**src/rtl/brush_painter_if.sv**
```systemverilog
// Command/status/frame-buffer bundle for brush_painter.
// clear_req exists only when BRUSH_PAINTER_CLEAR_EN is defined.
interface brush_painter_if #(
    parameter int DATA_WIDTH = 3,
    parameter int ADDR_WIDTH = 20
);
    logic                  start;
`ifdef BRUSH_PAINTER_CLEAR_EN
    logic                  clear_req;
`endif
    logic [9:0]            cur_x;
    logic [8:0]            cur_y;
    logic [3:0]            radius;
    logic [DATA_WIDTH-1:0] color;

    logic                  busy;
    logic                  done;
    logic                  we;
    logic [ADDR_WIDTH-1:0] write_addr;
    logic [DATA_WIDTH-1:0] din;

    modport master (
`ifdef BRUSH_PAINTER_CLEAR_EN
        output clear_req,
`endif
        output start, cur_x, cur_y, radius, color,
        input  busy, done, we, write_addr, din
    );

    modport slave (
`ifdef BRUSH_PAINTER_CLEAR_EN
        input  clear_req,
`endif
        input  start, cur_x, cur_y, radius, color,
        output busy, done, we, write_addr, din
    );
endinterface

```
**src/rtl/brush_painter.sv**
```systemverilog
// Square-brush painter: streams one frame-buffer write per cycle over a clipped window.
// Optional full-frame clear is compiled in with macro BRUSH_PAINTER_CLEAR_EN.
module brush_painter #(
    parameter int H_RES      = 640,
    parameter int V_RES      = 480,
    parameter int DATA_WIDTH = 3,
    parameter int ADDR_WIDTH = 20
) (
    input  logic            clk,
    input  logic            rst,
    brush_painter_if.slave  bus_io
);

    typedef enum logic [1:0] {
        S_IDLE,
        S_PAINT,
`ifdef BRUSH_PAINTER_CLEAR_EN
        S_CLEAR,
`endif
        S_DONE
    } state_t;

    localparam logic [10:0] X_MAX = 11'(H_RES - 1);
    localparam logic [10:0] X_LIM = 11'(H_RES);
    localparam logic [9:0]  Y_MAX = 10'(V_RES - 1);
    localparam logic [9:0]  Y_LIM = 10'(V_RES);
`ifdef BRUSH_PAINTER_CLEAR_EN
    localparam logic [ADDR_WIDTH-1:0] LAST_ADDR = ADDR_WIDTH'(H_RES * V_RES - 1);
`endif

    function automatic logic [ADDR_WIDTH-1:0] pix_addr(input logic [9:0] x, input logic [8:0] y);
        return ADDR_WIDTH'(y) * ADDR_WIDTH'(H_RES) + ADDR_WIDTH'(x);
    endfunction

    state_t                state_q, state_d;
    logic [9:0]            x_q, x_d;
    logic [8:0]            y_q, y_d;
    logic [9:0]            x_lo_q, x_lo_d;
    logic [9:0]            x_hi_q, x_hi_d;
    logic [8:0]            y_hi_q, y_hi_d;
    logic                  empty_q, empty_d;
    logic                  we_q, we_d;
    logic                  done_q, done_d;
    logic [ADDR_WIDTH-1:0] addr_q, addr_d;
    logic [DATA_WIDTH-1:0] din_q, din_d;

    // Window clipping is done in widened unsigned arithmetic so cur-radius never wraps.
    logic [10:0] cx_w, rad_x, x_sum;
    logic [9:0]  cy_w, rad_y, y_sum;
    logic [9:0]  x_lo_c, x_hi_c;
    logic [8:0]  y_lo_c, y_hi_c;
    logic        out_of_frame;

    always_comb begin
        cx_w         = {1'b0, bus_io.cur_x};
        rad_x        = {7'd0, bus_io.radius};
        x_sum        = cx_w + rad_x;
        cy_w         = {1'b0, bus_io.cur_y};
        rad_y        = {6'd0, bus_io.radius};
        y_sum        = cy_w + rad_y;
        x_lo_c       = (cx_w >= rad_x) ? 10'(cx_w - rad_x) : 10'd0;
        x_hi_c       = (x_sum > X_MAX) ? 10'(X_MAX) : x_sum[9:0];
        y_lo_c       = (cy_w >= rad_y) ? 9'(cy_w - rad_y) : 9'd0;
        y_hi_c       = (y_sum > Y_MAX) ? 9'(Y_MAX) : y_sum[8:0];
        out_of_frame = (cx_w >= X_LIM) || (cy_w >= Y_LIM);
    end

    logic [9:0] nx;
    logic [8:0] ny;
    logic       accept_clear;

    always_comb begin
        state_d = state_q;
        x_d     = x_q;
        y_d     = y_q;
        x_lo_d  = x_lo_q;
        x_hi_d  = x_hi_q;
        y_hi_d  = y_hi_q;
        empty_d = empty_q;
        we_d    = 1'b0;
        done_d  = 1'b0;
        addr_d  = addr_q;
        din_d   = din_q;
        nx      = x_q;
        ny      = y_q;
`ifdef BRUSH_PAINTER_CLEAR_EN
        accept_clear = bus_io.clear_req;
`else
        accept_clear = 1'b0;
`endif

        case (state_q)
            S_IDLE: begin
                if (accept_clear) begin
`ifdef BRUSH_PAINTER_CLEAR_EN
                    state_d = S_CLEAR;
                    we_d    = 1'b1;
                    addr_d  = '0;
                    din_d   = '0;
`endif
                end else if (bus_io.start) begin
                    state_d = S_PAINT;
                    x_lo_d  = x_lo_c;
                    x_hi_d  = x_hi_c;
                    y_hi_d  = y_hi_c;
                    din_d   = bus_io.color;
                    empty_d = out_of_frame;
                    x_d     = x_lo_c;
                    y_d     = y_lo_c;
                    // First pixel goes out on the accept edge so we rises one cycle after start.
                    if (!out_of_frame) begin
                        we_d   = 1'b1;
                        addr_d = pix_addr(x_lo_c, y_lo_c);
                    end
                end
            end

            S_PAINT: begin
                if (empty_q || (x_q == x_hi_q && y_q == y_hi_q)) begin
                    state_d = S_DONE;
                    done_d  = 1'b1;
                end else begin
                    if (x_q == x_hi_q) begin
                        nx = x_lo_q;
                        ny = y_q + 9'd1;
                    end else begin
                        nx = x_q + 10'd1;
                    end
                    x_d    = nx;
                    y_d    = ny;
                    we_d   = 1'b1;
                    addr_d = pix_addr(nx, ny);
                end
            end

`ifdef BRUSH_PAINTER_CLEAR_EN
            S_CLEAR: begin
                if (addr_q == LAST_ADDR) begin
                    state_d = S_DONE;
                    done_d  = 1'b1;
                end else begin
                    we_d   = 1'b1;
                    addr_d = addr_q + 1'b1;
                end
            end
`endif

            S_DONE: state_d = S_IDLE;

            default: state_d = S_IDLE;
        endcase
    end

    always_ff @(posedge clk or posedge rst) begin
        if (rst) begin
            state_q <= S_IDLE;
            x_q     <= '0;
            y_q     <= '0;
            x_lo_q  <= '0;
            x_hi_q  <= '0;
            y_hi_q  <= '0;
            empty_q <= 1'b0;
            we_q    <= 1'b0;
            done_q  <= 1'b0;
            addr_q  <= '0;
            din_q   <= '0;
        end else begin
            state_q <= state_d;
            x_q     <= x_d;
            y_q     <= y_d;
            x_lo_q  <= x_lo_d;
            x_hi_q  <= x_hi_d;
            y_hi_q  <= y_hi_d;
            empty_q <= empty_d;
            we_q    <= we_d;
            done_q  <= done_d;
            addr_q  <= addr_d;
            din_q   <= din_d;
        end
    end

    assign bus_io.busy       = (state_q != S_IDLE);
    assign bus_io.done       = done_q;
    assign bus_io.we         = we_q;
    assign bus_io.write_addr = addr_q;
    assign bus_io.din        = din_q;

endmodule

```
**src/flat_wrapper.sv**
```systemverilog
// flat-port wrapper written by rule: the top's interface ports become plain ports
module brush_painter_flat 
#(
    parameter int H_RES      = 640,
    parameter int V_RES      = 480,
    parameter int DATA_WIDTH = 3,
    parameter int ADDR_WIDTH = 20
)
  (clk, rst, bus_io_start, bus_io_cur_x, bus_io_cur_y, bus_io_radius, bus_io_color, bus_io_busy, bus_io_done, bus_io_we, bus_io_write_addr, bus_io_din);
  brush_painter_if #(.DATA_WIDTH(DATA_WIDTH), .ADDR_WIDTH(ADDR_WIDTH)) bus_io_i ();
  input  logic clk;
  input  logic rst;
  input wire logic [$bits(bus_io_i.start)-1:0] bus_io_start;
  input wire logic [$bits(bus_io_i.cur_x)-1:0] bus_io_cur_x;
  input wire logic [$bits(bus_io_i.cur_y)-1:0] bus_io_cur_y;
  input wire logic [$bits(bus_io_i.radius)-1:0] bus_io_radius;
  input wire logic [$bits(bus_io_i.color)-1:0] bus_io_color;
  output wire logic [$bits(bus_io_i.busy)-1:0] bus_io_busy;
  output wire logic [$bits(bus_io_i.done)-1:0] bus_io_done;
  output wire logic [$bits(bus_io_i.we)-1:0] bus_io_we;
  output wire logic [$bits(bus_io_i.write_addr)-1:0] bus_io_write_addr;
  output wire logic [$bits(bus_io_i.din)-1:0] bus_io_din;
  assign bus_io_i.start = bus_io_start;
  assign bus_io_i.cur_x = bus_io_cur_x;
  assign bus_io_i.cur_y = bus_io_cur_y;
  assign bus_io_i.radius = bus_io_radius;
  assign bus_io_i.color = bus_io_color;
  assign bus_io_busy = bus_io_i.busy;
  assign bus_io_done = bus_io_i.done;
  assign bus_io_we = bus_io_i.we;
  assign bus_io_write_addr = bus_io_i.write_addr;
  assign bus_io_din = bus_io_i.din;
  brush_painter #(.H_RES(H_RES), .V_RES(V_RES), .DATA_WIDTH(DATA_WIDTH), .ADDR_WIDTH(ADDR_WIDTH)) u_core (.clk(clk), .rst(rst), .bus_io(bus_io_i));
endmodule
```
**config.mk**
```make
export PLATFORM = sky130hd
export DESIGN_NAME = brush_painter_flat
export DESIGN_NICKNAME = d
export VERILOG_FILES = /design/src/rtl/brush_painter_if.sv /design/src/rtl/brush_painter.sv /design/src/flat_wrapper.sv
export SDC_FILE = /design/constraint.sdc
export NUM_CORES = 1
export LEC_CHECK = 0
export ABC_AREA = 1
export BUFFER_PORTS_ARGS = -buffer_cell sky130_fd_sc_hd__buf_2
export CAP_MARGIN = 20
export CORE_MARGIN = 3
export CORE_UTILIZATION = 55
export CTS_CLUSTER_SIZE = 8
export DETAILED_ROUTE_END_ITERATION = 8
export GPL_ROUTABILITY_DRIVEN = 0
export GPL_TIMING_DRIVEN = 0
export MAX_ROUTING_LAYER = met4
export PLACE_DENSITY = 0.74
export SETUP_SLACK_MARGIN = 0.5
export SYNTH_ARGS = -nofsm -noshare
export SYNTH_HDL_FRONTEND = slang
export SYNTH_SLANG_ARGS = --single-unit
export TNS_END_PERCENT = 10
```
**constraint.sdc**
```tcl
create_clock -name clk -period 4.6 [get_ports clk]
set_input_delay 1.38 -clock clk [delete_from_list [all_inputs] [get_ports clk]]
set_output_delay 1.38 -clock clk [all_outputs]
set_load 0.02 [all_outputs]
```
==> metrics.csv, run 1 <==
stage,metric,value,unit
status,status,"complete, no violations",
worst_setup_path,maximum fanout along the worst path,6,
synthesis,mapped cell area,6591,sq um
worst_setup_path,R2R depth,20,
grt,grt total ovfl,0,
synthesis,"Seq/Total Area, Yosys",28.85,%
grt,first-pass GRT wire length,28760,microns
clock_tree,maximum root-to-sink buffer count,2,
timing,Least-Margin Pin Slew,0.6470,ns
grt,vias in the first global route,6072,
synthesis,fraction of registers with async set/reset,100.0,%
timing,Final min period,4.329,ns
worst_setup_path,Setup Crit Path Kind,primary input to flop,
floorplanning,die area,13330,sq um
synthesis,synth top area cells,"dfrtp_1, nand2_1, ha_1",
timing,final setup violation count,0,
floorplanning,top-level port count,55,
routing,antenna-violating nets left,0,
floorplanning,core outline area,11560,sq um
routing,DR vias/cell,5.352,
timing,final hold viol count,0,
synthesis,post-synth top area share,28.85,%
worst_setup_path,Critical Path RT,4.88,ns
synthesis,cell taking the most area after synthesis,dfrtp_1,
timing,final-report max-slew violation count,0,
routing,Routed WL per cell,14.93,microns
worst_setup_path,CP Launch Type,primary input,
final_layout,Finished Cell Area,8170,sq um
clock_tree,Root Buffer,clkbuf_16,
clock_tree,H-Tree Depth,3,
power_and_ir_drop,worst vdd ir,0.3919,mV
synthesis,ys flop type,dfrtp_1,
synthesis,most frequent cell after synthesis,nand2_1,
floorplanning,Die W,115.5,microns
final_layout,n_diodes,0,
worst_hold_path,Hold Crit Class,flop to flop,
routing,DRC errors left,0,
timing,Tcrit/Tclk final,94.10,%
synthesis,number of enable flip-flop cells after synthesis,0,
floorplanning,row count,39,
synthesis,"top cells by count, synth","nand2_1, inv_1, nor2_1",
synthesis,total nets after synthesis,1063,
clock_tree,Skew-Pair Late Insertion Delay,0.34,ns
clock_tree,CTS tree,built,
final_layout,share of cells above drive strength 1,22.24,%
worst_setup_path,CP arrival,4.61,ns
place,DP Wirelength,13350,microns
worst_setup_path,endpoint class of the critical path,flop,
synthesis,synthesized instance count,976,
job,# Max-Cap Violations,0,
clock_tree,clk slew on worst S/H paths,0.06,ns
timing,Layout Skew,0.007013,ns
power_and_ir_drop,Leak,4.285,nW
floorplanning,chip height,115.5,microns
synthesis,Yosys cell types,39,
timing,RSZ-0062 raised after global routing,yes,
synthesis,synth warn,0,
timing,f_max,231.0,MHz
grt,largest net degree at the start of global routing,53,
final_layout,layout net count,1161,
floorplanning,Initial Utilization,56.99,%
routing,initial drt markers,436,
worst_hold_path,Hold EP,u_core.bus_io.write_addr[12],
grt,GRT Util Overall,27.93,%
synthesis,Syn Area/Cell,6.753,sq um
clock_tree,Clock Sink Count,76,
timing,worst hold slack,0.4619,ns
routing,DR pass1 iterations,6,
place,Post-DP Area,7164,sq um
worst_setup_path,reg2reg end,u_core.bus_io.write_addr[17],
grt,initial antenna violation count,0,
worst_hold_path,worst hold path startpoint,u_core.bus_io.write_addr[12],
synthesis,Yosys reg bits,76,
final_layout,Fillers,969,
place,port bufs,54,
timing,Slew HR,56.87,%
worst_setup_path,r2r startpoint,u_core.x_q[0],
power_and_ir_drop,Pwr Total,0.005146,W
final_layout,area grow syn2layout,23.96,%
power_and_ir_drop,pwr dens,629.8,nW/um^2
worst_setup_path,R2R Setup Slk,0.56,ns
routing,WL final,18240,microns
clock_tree,total CTS buffers,9,
routing,via count,6540,
worst_hold_path,hold path depth,2,
## per-layer routing
layer / routed length, microns / part of all wire, % / global-route usage [%]
met1: 8229 / 45 / 37.00
met2: 8607 / 47 / 45.95
met3: 1099 / 6.0 / 2.454
met4: 303 / 1.7 / 8.059
met5: 0 / 0 / -
## critical path, cell delays in order
cell     delay (ns)
buf_4          0.12
ha_4           0.26
buf_6          0.13
nand2_4        0.06
nor2_2         0.11
nand4_1        0.15
nand3_4        0.20
inv_8          0.07
nor2_4         0.14
ha_4           0.22
ha_4           0.16
fa_2           0.56
nand2_2        0.08
inv_4          0.08
nand3_4        0.09
nor2_4         0.13
nand3_2        0.11
nor2_2         0.15
nand2_1        0.08
nand2_1        0.07
nand2_1        0.05
nand2_1        0.10
nand2_1        0.05
nand2_1        0.05
## sequential cells by signal, indices dropped and copies added (netlist names)
register                  flops
u_core.bus_io.we              1
u_core.y_q                    9
u_core.x_lo_q                10
u_core.bus_io.done            1
u_core.empty_q                1
u_core.bus_io.write_addr     20
u_core.x_hi_q                10
u_core.y_hi_q                 9
u_core.x_q                   10
u_core.state_q                2
u_core.bus_io.din             3
## cells in the final DEF (no fill, tap or decap), types with 7 or more instances in the layout
cell type / count
ha_1: 37
dfrtp_1: 76
a21oi_1: 32
nand4_1: 15
nand3_1: 55
inv_4: 7
clkbuf_1: 8
clkbuf_16: 9
nor2_2: 12
inv_2: 13
o21ai_1: 14
xor2_1: 31
nand3_2: 11
nor2_4: 12
nand2_2: 21
or2_2: 9
buf_6: 11
inv_1: 109
o21ai_0: 48
buf_4: 34
buf_2: 50
nor2_1: 66
nand2_1: 306
ha_4: 13
## worst max path at each step
stage	from	endpoint	slack, ns	depth (start not counted)
floorplan	bus_io_cur_y[2]	u_core.bus_io.write_addr[17]	0.38	25
global placement	bus_io_radius[1]	u_core.bus_io.write_addr[17]	-0.34	21
detailed placement	bus_io_radius[1]	u_core.bus_io.write_addr[15]	-0.36	20
CTS	bus_io_cur_y[0]	u_core.bus_io.write_addr[17]	0.42	26
global route	bus_io_cur_y[2]	u_core.bus_io.write_addr[18]	0.08	24
finish	bus_io_cur_y[2]	u_core.bus_io.write_addr[18]	0.27	24
## metrics by stage
stage               setup slack (ns)  util (%)  setup TNS (ns)  instances
global placement             -0.3371     61.69          -1.482       1173
global route                 0.08206     70.65               0       1222
floorplan                     0.3771         -               0        976
detailed placement           -0.3585     61.95          -1.550       1174
CTS                           0.4159     68.44               0       1211
finish                        0.2714     70.65               0       1222
## area by class of cell
class	count	area (sq um)	area share, %
multi-input cells	748	4498	55.05
flip-flops and latches	76	1902	23.28
repair buffers	87	590.6	7.228
inverters	131	524.3	6.417
clock buffers	10	239.0	2.925
well taps	143	178.9	2.190
plain buffers	21	166.4	2.037
clock inverters	6	71.32	0.8729
## cell families (layout without fill, tap and decap cells)
logic type / after synthesis / count (layout) / share of synthesized area, %
AND/OR/NAND/NOR: 531 / 531 / 34.28
XOR/XNOR: 39 / 39 / 5.182
flip-flops: 76 / 76 / 28.85
AO/OA/AOI/OAI: 120 / 120 / 9.795
adder cells (fa/ha/maj): 58 / 58 / 11.92
buffers and inverters: 152 / 255 / 9.966
## power by group
| part | switching, W | leakage [nW] | internal, W |
|---|---|---|---|
| Combinational | 0.00199 | 3.22 | 0.00117 |
| Clock | 0.000309 | 0.151 | 0.000441 |
| Sequential | 0.000248 | 0.917 | 0.000990 |
## timing repair
action,CTS,global route
resized for setup,64,43
setup endpoints to repair,7,9
gates cloned,0,0
hold buffers,0,0
setup buffers,21,11
pin swaps,41,38
Power figures use the tool's default switching activity.
==> run 2, diff against run 1 <==
--- a/config.mk
+++ b/config.mk
@@ -6,16 +6,16 @@
 export NUM_CORES = 1
 export LEC_CHECK = 0
 export ABC_AREA = 1
-export BUFFER_PORTS_ARGS = -buffer_cell sky130_fd_sc_hd__buf_2
 export CAP_MARGIN = 20
 export CORE_MARGIN = 3
 export CORE_UTILIZATION = 55
 export CTS_CLUSTER_SIZE = 8
 export DETAILED_ROUTE_END_ITERATION = 8
+export DONT_BUFFER_PORTS = 1
 export GPL_ROUTABILITY_DRIVEN = 0
 export GPL_TIMING_DRIVEN = 0
 export MAX_ROUTING_LAYER = met4
-export PLACE_DENSITY = 0.74
+export PLACE_DENSITY = 0.7
 export SETUP_SLACK_MARGIN = 0.5
 export SYNTH_ARGS = -nofsm -noshare
 export SYNTH_HDL_FRONTEND = slang
==> metrics.csv, run 2 (synthesis results as in run 1) <==
stage,metric,value,unit
final_layout,layout net count,1106,
routing,initial drt markers,410,
final_layout,Largest register FFs,20,
timing,Setup WS post-layout,0.4438,ns
floorplanning,Die W,115.5,microns
final_layout,n_diodes,0,
timing,RSZ-0062 raised after global routing,yes,
worst_hold_path,hold path depth,2,
routing,WL final,17780,microns
floorplanning,chip height,115.5,microns
worst_setup_path,Worst path max stage delay,0.59,ns
grt,routing usage on met1,36.47,%
worst_setup_path,Crit path top cell by count,nor2_4,
worst_setup_path,CP Buf/Inv Count,6,
worst_setup_path,R2R Setup Slk,0.70,ns
job,# Max-Cap Violations,0,
worst_setup_path,maximum fanout along the worst path,5,
timing,Slew HR,57.31,%
worst_hold_path,Hold Crit Class,flop to flop,
place,Post-DP Area,6894,sq um
worst_setup_path,Critical Path RT,4.83,ns
worst_setup_path,crit path cell chain,clkinvlp_4 -> buf_6 -> fa_2 -> inv_2 -> nor2_1 -> nor2_2 -> xor2_2 -> nor2_4 -> inv_2 -> nor2_4 -> nor2_4 -> fa_2 -> nand2_2 -> inv_4 -> nand3_4 -> nor2_4 -> buf_4 -> a21oi_1 -> o21ai_0 -> nand3_1 -> o21a_1,
timing,final setup violation count,0,
worst_setup_path,CP startpoint,bus_io_radius[1],
routing,antenna-violating nets left,0,
worst_setup_path,Crit-path slowest cell,fa_2,
routing,DR pass1 iterations,5,
routing,DRC errors left,0,
timing,worst hold slack,0.4832,ns
worst_setup_path,CP Launch Type,primary input,
final_layout,"commonest non-fill, non-tap cell in the layout",nand2_1,
timing,f_max,240.6,MHz
timing,Least-Margin Pin Slew,0.6404,ns
clock_tree,H-Tree Depth,3,
routing,DR vias/cell,5.371,
clock_tree,Root Buffer,clkbuf_16,
grt,grt peak-use layer,met2,
worst_setup_path,CP arrival,4.39,ns
clock_tree,Clock Sink Count,76,
floorplanning,top-level port count,55,
grt,met2 usage,43.52,%
worst_setup_path,Worst path top cell family by delay,simple AND/OR/NAND/NOR gates,
place,port bufs,0,
timing,final-report max-slew violation count,0,
final_layout,most frequent cells in the layout,"nand2_1, inv_1, dfrtp_1, nor2_1, nand3_1",
power_and_ir_drop,pwr dens,629.9,nW/um^2
clock_tree,CTS tree,built,
worst_setup_path,endpoint class of the critical path,flop,
place,DP Wirelength,13540,microns
power_and_ir_drop,Leak,4.009,nW
final_layout,Finished Cell Area,7876,sq um
routing,via count,6268,
grt,GR Layer Usage met3,5.326,%
timing,Layout Skew,0.01054,ns
routing,Routed WL per cell,15.24,microns
floorplanning,core outline area,11560,sq um
timing,Final min period,4.156,ns
place,pre-CTS WS,-0.1691,ns
timing,Tcrit/Tclk final,90.35,%
worst_setup_path,reg2reg end,u_core.bus_io.write_addr[17],
grt,initial antenna violation count,0,
clock_tree,total CTS buffers,9,
power_and_ir_drop,worst vdd ir,0.2503,mV
grt,grt total ovfl,0,
final_layout,share of cells above drive strength 1,18.85,%
grt,GRT Util Overall,27.81,%
floorplanning,die area,13330,sq um
floorplanning,row count,39,
grt,first-pass GRT wire length,28430,microns
grt,largest net degree at the start of global routing,48,
clock_tree,clk slew on worst S/H paths,0.06,ns
status,status,"complete, no violations",
floorplanning,Initial Utilization,56.99,%
worst_setup_path,number of cells on the critical path,21,
worst_setup_path,r2r startpoint,u_core.x_q[0],
worst_hold_path,worst hold path startpoint,u_core.x_lo_q[8],
clock_tree,Skew-Pair Late Insertion Delay,0.35,ns
worst_hold_path,Hold EP,u_core.x_lo_q[8],
clock_tree,maximum root-to-sink buffer count,2,
worst_setup_path,Setup Crit Path Kind,primary input to flop,
grt,vias in the first global route,5899,
final_layout,area grow syn2layout,19.49,%
timing,final hold viol count,0,
worst_setup_path,R2R depth,21,
[run 2: cell count changes in the layout (fill, tap and decap cells not counted), moves of 2 or more]
| cell | change |
|---|---|
| buf_2 | -49 |
| buf_4 | -4 |
| clkbuf_1 | +2 |
| clkinvlp_4 | +2 |
| inv_1 | -3 |
| inv_2 | +5 |
| inv_4 | -3 |
| nand2_1 | -2 |
| nand2_2 | +2 |
| nand3_1 | -2 |
| nand3_4 | +3 |
| xor2_1 | -3 |
| xor2_2 | +3 |
[run 2: final cells by class]
| class | count | area [sq um] |
|---|---|---|
| multi-input cells | 748 | 4541 |
| fillers | 1027 | 3689 |
| flip-flops and latches | 76 | 1902 |
| inverters | 131 | 520.5 |
| repair buffers | 32 | 289.0 |
| clock buffers | 12 | 246.5 |
| well taps | 143 | 178.9 |
| plain buffers | 21 | 166.4 |
| clock inverters | 4 | 32.53 |
[run 2: power breakdown]
part	total [W]	internal [W]	switching, W	leakage (nW)
logic	0.00291	0.00109	0.00182	2.96
clock network	0.000674	0.000384	0.000290	0.130
registers	0.00138	0.000990	0.000386	0.917
total	0.00496	0.00246	0.00250	4.01
[run 2: tightest hold or removal path: stages (launching register included)]
cell	delay (ns)
dfrtp_1	0.34
nand2_1	0.05
o21ai_0	0.06
[run 2: worst max path at each step]
stage	slack [ns]	to
floorplan	0.38	u_core.bus_io.write_addr[17]
global placement	-0.14	u_core.bus_io.write_addr[18]
detailed placement	-0.17	u_core.bus_io.write_addr[18]
CTS	0.44	u_core.bus_io.write_addr[17]
global route	0.24	u_core.bus_io.write_addr[17]
finish	0.44	u_core.bus_io.write_addr[14]
[run 2: metal layers]
layer / vias to the layer above / wire, microns / part of all wire (%)
met5: - / 0 / 0
met4: 0 / 400 / 2.2
met3: 33 / 1030 / 5.8
met2: 175 / 8239 / 46
met1: 2864 / 8113 / 46
li1: 3196 / - / -
[run 2: repair_timing]
action,CTS,global route
hold buffers,0,0
setup endpoints to repair,6,9
gates resized for setup,25,83
pin swaps,25,48
buffers inserted,17,14
[run 2: metrics by stage]
| step | power [W] | util (%) | TNS [ns] | std cells |
|---|---|---|---|---|
| floorplan | 0.003352 | - | 0 | 976 |
| global placement | 0.003936 | 59.35 | -0.4040 | 1119 |
| detailed placement | 0.003982 | 59.61 | -0.4555 | 1120 |
| CTS | 0.004755 | 64.29 | 0 | 1153 |
| global route | 0.005426 | 68.11 | 0 | 1167 |
| finish | 0.004961 | 68.11 | 0 | 1167 |
